## src/rtl/seg_pkg.sv

```systemverilog
// Shared display-path definitions: digit width, blank code and converter states.
package seg_pkg;

  localparam int unsigned DIGIT_W = 4;
  localparam logic [DIGIT_W-1:0] BCD_BLANK = 4'hF;

  typedef enum logic [1:0] {
    IDLE   = 2'd0,
    SHIFT  = 2'd1,
    FINISH = 2'd2
  } bcd_state_e;

  // True when `digits` decimal digits can hold every value of a `data_w`-bit word.
  function automatic bit digits_fit(input int unsigned data_w, input int unsigned digits);
    logic [255:0] p10;
    logic [255:0] max_val;
    p10 = 256'(1);
    for (int unsigned i = 0; i < digits; i++) begin
      p10 = p10 * 256'(10);
    end
    max_val = (256'(1) << data_w) - 256'(1);
    return (p10 > max_val);
  endfunction

endpackage

```

## src/rtl/bcd_add3.sv

```systemverilog
// Double-dabble per-digit correction: nibbles of 5 or more get +3 before the shift.
module bcd_add3
  import seg_pkg::*;
(
  input  logic [DIGIT_W-1:0] din,
  output logic [DIGIT_W-1:0] dout_c
);

  // Correct a single BCD digit.
  always_comb begin
    dout_c = din;
    if (din >= DIGIT_W'(5)) begin
      dout_c = din + DIGIT_W'(3);
    end
  end

endmodule

```

## src/rtl/seq_bin2bcd.sv

```systemverilog
// Sequential shift-add-3 binary-to-BCD converter with start/busy/done handshake.
module seq_bin2bcd
  import seg_pkg::*;
#(
  parameter int unsigned DATA_W   = 29,
  parameter int unsigned DIGITS   = 9,
  parameter int unsigned SIGNED   = 1,
  parameter int unsigned BLANK_LZ = 1
) (
  input  logic                      clk,
  input  logic                      rst_n,
  input  logic                      start,
  input  logic [DATA_W-1:0]         data_in,
  output logic                      busy,
  output logic                      done,
  output logic                      neg,
  output logic [DIGIT_W*DIGITS-1:0] bcd_out
);

  localparam int unsigned BCD_W = DIGIT_W * DIGITS;
  localparam int unsigned SR_W  = BCD_W + DATA_W;
  localparam int unsigned CNT_W = $clog2(DATA_W + 1);

  if (!digits_fit(DATA_W, DIGITS)) begin : g_bad_digits
    $error("seq_bin2bcd: DIGITS too small to represent a DATA_W-bit value");
  end

  bcd_state_e         state_q, state_d;
  logic [SR_W-1:0]    sr_q, sr_d;
  logic [CNT_W-1:0]   cnt_q, cnt_d;
  logic               sign_q, sign_d;
  logic               busy_d, done_d, neg_d;
  logic [BCD_W-1:0]   bcd_d;

  logic               in_neg_c;
  logic [DATA_W-1:0]  mag_c;
  logic [BCD_W-1:0]   bcd_corr_c;
  logic [BCD_W-1:0]   bcd_field_c;
  logic [BCD_W-1:0]   blank_c;
  logic [SR_W-1:0]    shift_c;
  logic               lead_c;

  // Per-digit add-3 correction of the BCD field of the scratch register.
  for (genvar g = 0; g < int'(DIGITS); g++) begin : g_add3
    bcd_add3 u_add3 (
      .din    (sr_q[DATA_W + DIGIT_W*g +: DIGIT_W]),
      .dout_c (bcd_corr_c[DIGIT_W*g +: DIGIT_W])
    );
  end

  // Input magnitude; negation in DATA_W unsigned bits also covers the most negative value.
  always_comb begin
    in_neg_c = (SIGNED != 0) && data_in[DATA_W-1];
    mag_c    = in_neg_c ? DATA_W'(~data_in + DATA_W'(1)) : data_in;
  end

  // Corrected BCD field and remaining binary bits move left by one.
  always_comb begin
    shift_c = {bcd_corr_c, sr_q[DATA_W-1:0]} << 1;
  end

  // Leading-zero blanking: digits above the most significant nonzero one become blank.
  always_comb begin
    bcd_field_c = sr_q[SR_W-1:DATA_W];
    blank_c     = bcd_field_c;
    lead_c      = 1'b1;
    for (int i = int'(DIGITS) - 1; i > 0; i--) begin
      if (lead_c && (bcd_field_c[DIGIT_W*i +: DIGIT_W] == '0)) begin
        blank_c[DIGIT_W*i +: DIGIT_W] = BCD_BLANK;
      end else begin
        lead_c = 1'b0;
      end
    end
  end

  // Next-state and next-output logic.
  always_comb begin
    state_d = state_q;
    sr_d    = sr_q;
    cnt_d   = cnt_q;
    sign_d  = sign_q;
    busy_d  = busy;
    done_d  = 1'b0;
    neg_d   = neg;
    bcd_d   = bcd_out;
    case (state_q)
      IDLE: begin
        busy_d = 1'b0;
        if (start) begin
          sr_d    = {{BCD_W{1'b0}}, mag_c};
          sign_d  = in_neg_c;
          cnt_d   = CNT_W'(DATA_W);
          busy_d  = 1'b1;
          state_d = SHIFT;
        end
      end
      SHIFT: begin
        sr_d  = shift_c;
        cnt_d = cnt_q - CNT_W'(1);
        if (cnt_q == CNT_W'(1)) begin
          state_d = FINISH;
        end
      end
      FINISH: begin
        bcd_d   = (BLANK_LZ != 0) ? blank_c : bcd_field_c;
        neg_d   = sign_q && (bcd_field_c != '0);
        done_d  = 1'b1;
        busy_d  = 1'b0;
        state_d = IDLE;
      end
      default: begin
        state_d = IDLE;
      end
    endcase
  end

  // State, datapath and registered outputs.
  always_ff @(posedge clk or negedge rst_n) begin
    if (!rst_n) begin
      state_q <= IDLE;
      sr_q    <= '0;
      cnt_q   <= '0;
      sign_q  <= 1'b0;
      busy    <= 1'b0;
      done    <= 1'b0;
      neg     <= 1'b0;
      bcd_out <= '0;
    end else begin
      state_q <= state_d;
      sr_q    <= sr_d;
      cnt_q   <= cnt_d;
      sign_q  <= sign_d;
      busy    <= busy_d;
      done    <= done_d;
      neg     <= neg_d;
      bcd_out <= bcd_d;
    end
  end

endmodule

```

## config.mk

```make
export PLATFORM = sky130hd
export DESIGN_NAME = seq_bin2bcd
export DESIGN_NICKNAME = d
export VERILOG_FILES = /design/src/rtl/seg_pkg.sv /design/src/rtl/bcd_add3.sv /design/src/rtl/seq_bin2bcd.sv
export SDC_FILE = /design/constraint.sdc
export NUM_CORES = 1
export LEC_CHECK = 0
export ABC_AREA = 1
export CORE_MARGIN = 2
export CORE_UTILIZATION = 52
export CTS_CLUSTER_DIAMETER = 60
export CTS_CLUSTER_SIZE = 20
export DETAILED_ROUTE_END_ITERATION = 16
export GPL_TIMING_DRIVEN = 0
export PLACE_DENSITY_LB_ADDON = 0.25
export SKIP_LAST_GASP = 1
export SLEW_MARGIN = 0
export SYNTH_ARGS = -nofsm -noshare
export SYNTH_HDL_FRONTEND = slang
export SYNTH_HIERARCHICAL = 1
export SYNTH_SLANG_ARGS = --single-unit
```

## constraint.sdc

```tcl
create_clock -name clk -period 1.3 [get_ports clk]
set_input_delay 0.26 -clock clk [delete_from_list [all_inputs] [get_ports clk]]
set_output_delay 0.26 -clock clk [all_outputs]
set_load 0.05 [all_outputs]
```

# Word-level counts from Yosys, hierarchy flattened
# Index checks and enable logic that the tools add are counted.
[word_totals]
reg_bits = 112
[op_classes]
n_eq_ne = 5
muxes = 35
bitwise_logic = 1
n_reduce_logical = 23
n_addsub = 11
n_lt_le_gt_ge = 9
[ops]
columns = ["op", "count"]
rows = [
  ["one-hot mux 65 bit (2 select lines)", 1],
  ["2-to-1 mux 65 bit", 1],
  ["2-to-1 mux 4 bit", 16],
  ["greater-or-equal comparator 4 x 3 -> 1 bit, second input constant", 9],
  ["nonzero test 36 bit", 1],
  ["adder 4 x 2 -> 4 bit, second input constant", 8],
  ["logical NOT 4 bit", 8],
  ["adder 29 x 1 -> 29 bit, second input constant", 1],
  ["2-to-1 mux 29 bit", 1],
  ["NOT 29 bit", 1],
  ["one-hot mux 5 bit (2 select lines)", 1],
  ["2-to-1 mux 1 bit", 9],
  ["logical AND 1 bit", 8],
  ["AND reduction 2 bit", 3],
  ["equality test 5 x 1 -> 1 bit, second input constant", 1],
  ["2-to-1 mux 5 bit", 1],
  ["subtractor 5 x 1 -> 5 bit, second input constant", 1],
  ["2-to-1 mux 2 bit", 2],
  ["inequality test 2 bit, second input constant", 2],
  ["one-hot mux 2 bit (2 select lines)", 1],
  ["nonzero test 2 bit", 2],
  ["adder 3 x 2 -> 3 bit, second input constant", 1],
  ["2-to-1 mux 3 bit", 1],
  ["equality test 2 x 1 -> 1 bit, second input constant", 1],
  ["other kinds (3)", 3],
]

# Longest topological paths before layout
[logic_depth]
word_depth = 16
depth_mapped = 11
depth_no_buf = 11

# Cells and area by module
# The synthesis kept the hierarchy.
[modules_own_cells]
columns = ["mod", "cells_per_inst", "area_each_um2", "instances", "seq_area_each_um2"]
rows = [
  ["seq_bin2bcd", 641, 5421.4, 1, 2802.7],
  ["bcd_add3", 23, 135.1, 9, 0.0],
]

# Least setup slack after synthesis
# No wires, ideal clock.
[synth_timing]
path_type = "flip-flop to flip-flop"
from = "register sr_q[63]"
to = "register bcd_out[4]"
path_stages_with_launch = 8
arrival_time_ns = 1.312
setup_slack_ns = -0.089
period_less_slack_ns = 1.389
required_time_ns = 1.223
setup_time_ns = 0.077
cell_sequence = "dfrtp_1 inv_1 nand4_4 nor2_4 nand3b_4 nor2_8 nand2_2 a21oi_1"
[synth_between]
elab_chain_len = 16
[synth_lines]
columns = ["element", "line", "source"]
rows = [
  ["from (decl)", "seq_bin2bcd.sv:29", "logic [SR_W-1:0] sr_q, sr_d;"],
  ["from (signal assigned)", "seq_bin2bcd.sv:130", "sr_q <= sr_d;"],
  ["logical NOT 4 bit (*)", "seq_bin2bcd.sv:68", "if (lead_c && (bcd_field_c[DIGIT_W*i +: DIGIT_W] == '0)) begin"],
  ["2-to-1 mux 1 bit (*)", "seq_bin2bcd.sv:68", ""],
  ["logical AND 1 bit", "seq_bin2bcd.sv:68", ""],
  ["2-to-1 mux 1 bit (*)", "seq_bin2bcd.sv:68", ""],
  ["logical AND 1 bit", "seq_bin2bcd.sv:68", ""],
  ["2-to-1 mux 1 bit (*)", "seq_bin2bcd.sv:68", ""],
  ["logical AND 1 bit", "seq_bin2bcd.sv:68", ""],
  ["2-to-1 mux 1 bit (*)", "seq_bin2bcd.sv:68", ""],
  ["logical AND 1 bit", "seq_bin2bcd.sv:68", ""],
  ["2-to-1 mux 1 bit (*)", "seq_bin2bcd.sv:68", ""],
  ["logical AND 1 bit", "seq_bin2bcd.sv:68", ""],
  ["2-to-1 mux 1 bit (*)", "seq_bin2bcd.sv:68", ""],
  ["logical AND 1 bit", "seq_bin2bcd.sv:68", ""],
  ["2-to-1 mux 1 bit (*)", "seq_bin2bcd.sv:68", ""],
  ["logical AND 1 bit (*)", "seq_bin2bcd.sv:68", ""],
  ["2-to-1 mux 4 bit (*)", "seq_bin2bcd.sv:68", ""],
  ["to (signal assigned)", "seq_bin2bcd.sv:127", "bcd_out <= '0;"],
  ["to (signal assigned)", "seq_bin2bcd.sv:136", "bcd_out <= bcd_d;"],
  ["to (decl)", "seq_bin2bcd.sv:17", "output logic [DIGIT_W*DIGITS-1:0] bcd_out"],
]
# Every way passes the cells marked *; elsewhere a longest branch is shown, timed or not.
# A chain may end at the register's enable or synchronous reset.

# Worst setup path after layout
[layout_timing]
from = "register state_q[1]"
to = "register sr_q[5]"
[layout_between]
elab_chain_len = 3
word_cells_on_any_way = 6
cone_classes = "eq/ne (2); mux (1); reduce/logical (3)"
[layout_lines]
columns = ["element", "line", "source"]
rows = [
  ["from (decl)", "seq_bin2bcd.sv:28", "bcd_state_e state_q, state_d;"],
  ["from (signal assigned)", "seq_bin2bcd.sv:129", "state_q <= state_d;"],
  ["equality test 2 x 1 -> 1 bit / logical NOT 2 bit (equally long branches)", "seq_bin2bcd.sv:86", "case (state_q)"],
  ["nonzero test 2 bit (no source line) / inequality test 2 bit (equally long branches)", "n/a", ""],
  ["AND reduction 2 bit (no source line)", "n/a", ""],
]
# Several ways; a longest one is shown, not always the timed one.

==> impl_results.md <==
* Mapped Area at around 6600 um2
* Layout cells sized above 1 at between 30 and 40%
* Final WS setup at -0.241 ns
* Drt wl/cell at between 15 and 20 um
* Vias in the first global route at roughly 6100
* Io pins at between 70 and 80
* Drt pass-1 iters at 5
* Residual DRC at 0
* Critical Path Sink Type: register
* Post-DP HPWL at 11200 um
* CTS Buf Count at 9
* Clock Path Buffers at 2
* Largest stage delay, worst path at roughly 0.4 ns
* PortBufs at 69
* Leak at between 0.004 and 0.005 uW
* Overflow after GRT at 0
* Post-route ant nets at 0
* Worst EP required at around 1.5 ns
* Critical path's most frequent cell: buf_12
* Worst slew pin tran at about 0.45 ns
* Largest net degree at the start of global routing at 70
* Initial Utilization at 52.8%
* Mapped Nets at 896
* Pins Over Slew Limit at 0
* CP max-delay cell: dfrtp_1
* Avg Inst Size Synth at between 7 and 8 um2
* Pwr per Cell Area at approximately 2400 nW/um2
* Setup Skew at 0.0139 ns
* WP data arrival at roughly 1.8 ns
* Initial DRC count at around 610
* Type of the tightest min-delay check: in2reg
* Max cap viols at 0
* Maximum VDD drop at 1020 uV
* Row count at between 40 and 50
* Gr usage total at between 20% and 30%
* Core area at about 13000 um2
* Vias per cell at ~5.6
* Setup CP Type: reg2reg
* CTS tree: built
* Die ar. at 13600 um2
* Worst-Skew Late Latency at about 0.35 ns
* Worst slack at placement at -0.691 ns
* Final setup viols at just under 100
* Run status: finished with violations
* Area grow syn2layout at 44.0%
* Final Hold Viols at 0
* Clk slew on worst S/H paths at 0.08 ns
* Cells after synthesis at around 840
* Synth Warn # at 6
* Critical path fanouts, max at 6
* Slew headroom at a little over two thirds
* Antenna Cells at 0
* Die span in x at 117 um
* H-tree depth at 3
* Final setup TNS at -13.65 ns
* Clk sinks at 112
* Placer Congestion at between 0.8 and 0.9
* Fin crit share at 119%
* Vias at approximately 6700
* Worst path cell trace: buf_6 > nor2_4 > buf_12 > nor2_8 > buf_12 > buf_16 > a22oi_2 > o21ai_1
* Fmax achieved at between 600 and 700 MHz
* Failing checks: negative setup slack
* First-pass GRT wire length at 29200 um
* Root buf cell: clkbuf_16
* CP startpoint kind: register
* Initial antenna violation count at 0
* Total Wirelength at 21100 um
* Fin nets at 1061
* Unrepaired setup endpoints after global routing: yes
* Final critical-path required period at between 1.5 and 2 ns
* Die Span Y at 117 um
==> sequential cells by signal, summed over array words and instances, names as in the netlist <==
register and flops:
bcd_out 36, busy 1, cnt_q 5, done 1
neg 1, sign_q 1, sr_q 65, state_q 2
==> stage by stage <==
step                total power [uW]  hold WS (ns)  utilization [%]  instances  instance area (um2)
floorplan                      12600       -0.0356                -        843                 6620
global placement               14600         0.448             60.1       1084                 7530
detailed placement             14800         0.295             60.3       1085                 7550
CTS                            19400         0.408             68.3       1151                 8550
global route                   23700         0.293             76.1       1185                 9520
finish                         22500         0.261             76.1       1185                 9520
==> what timing repair did <==
item                                    CTS  global route
cloned                                    3             8
pin swaps                                32            57
endpoints found under the setup margin  145           181
hold buffers                              1             0
endpoints found under the hold margin    43             0
setup buffers                            46            29
gates resized for setup                 359           203
==> metal layers <==
layer	wire length (um)	GRT usage, %	vias to the layer above	share of wire (%)
met5	0	0	-	0
met4	1150	10.9	0	5.5
met3	1180	3.94	103	5.6
met2	10600	48.6	302	50
met1	8130	33.8	3176	39
li1	-	-	3103	-
==> cell usage in the layout (no fill, tap or decap), types with 4 or more instances in the layout <==
| cell type | instances |
|---|---|
| nor2_4 | 29 |
| a21oi_2 | 16 |
| inv_2 | 36 |
| buf_8 | 9 |
| clkbuf_16 | 16 |
| a31oi_1 | 15 |
| nor2_1 | 82 |
| nand2_2 | 18 |
| a21oi_1 | 5 |
| buf_12 | 8 |
| nand3_2 | 6 |
| dfrtp_1 | 102 |
| inv_8 | 4 |
| o21ai_2 | 31 |
| o21ai_0 | 24 |
| inv_4 | 8 |
| o21ai_1 | 46 |
| inv_1 | 63 |
| clkbuf_4 | 4 |
| xor2_1 | 8 |
| buf_6 | 19 |
| nor2_2 | 14 |
| ha_4 | 15 |
| buf_4 | 58 |
| nand2_4 | 10 |
| nand3_1 | 35 |
| a22oi_2 | 24 |
| dfrtp_2 | 10 |
| clkdlybuf4s50_1 | 11 |
| nand4_1 | 14 |
| dlymetal6s2s_1 | 16 |
| buf_2 | 38 |
| nand2_1 | 170 |
==> path summary, 6_finish.rpt <==
kind	start	to	slack, ns	cells after the start
worst max-delay path	state_q[1]	sr_q[5]	-0.24	8
worst min-delay path	data_in[2]	sr_q[2]	0.26	3
worst max register to register	state_q[1]	sr_q[5]	-0.24	8
worst min register to register	bcd_out[29]	bcd_out[29]	0.48	2
max in group asynchronous	rst_n	sr_q[29]	0.21	3
min in group asynchronous	rst_n	bcd_out[27]	0.39	2
==> layout make-up <==
class                      instances  area, um2
clock buffer                       9        225
timing repair inverter             1       11.3
sequential                       112       2820
timing repair buffer             153       1470
fill                             850       2990
clock inverter                     7       71.3
multi-input combinational        595       3950
tap                              172        215
buffer                            25        307
inverter                         111        459
==> worst max-delay path: cells and delay by family, from the launching register on <==
kind	cells	cell delay, ns
AOI/OAI and AO/OA	2	0.25
buffers and inverters	4	0.55
DFF	1	0.41
and+or+nand+nor	2	0.21
==> where the power goes <==
part / internal, uW / switching, uW / leakage, uW
sequential: 4870 / 1320 / 0.00136
combinational: 5690 / 7720 / 0.00308
clock: 1500 / 1350 / 0.000150
Power figures use the tool's default switching activity.
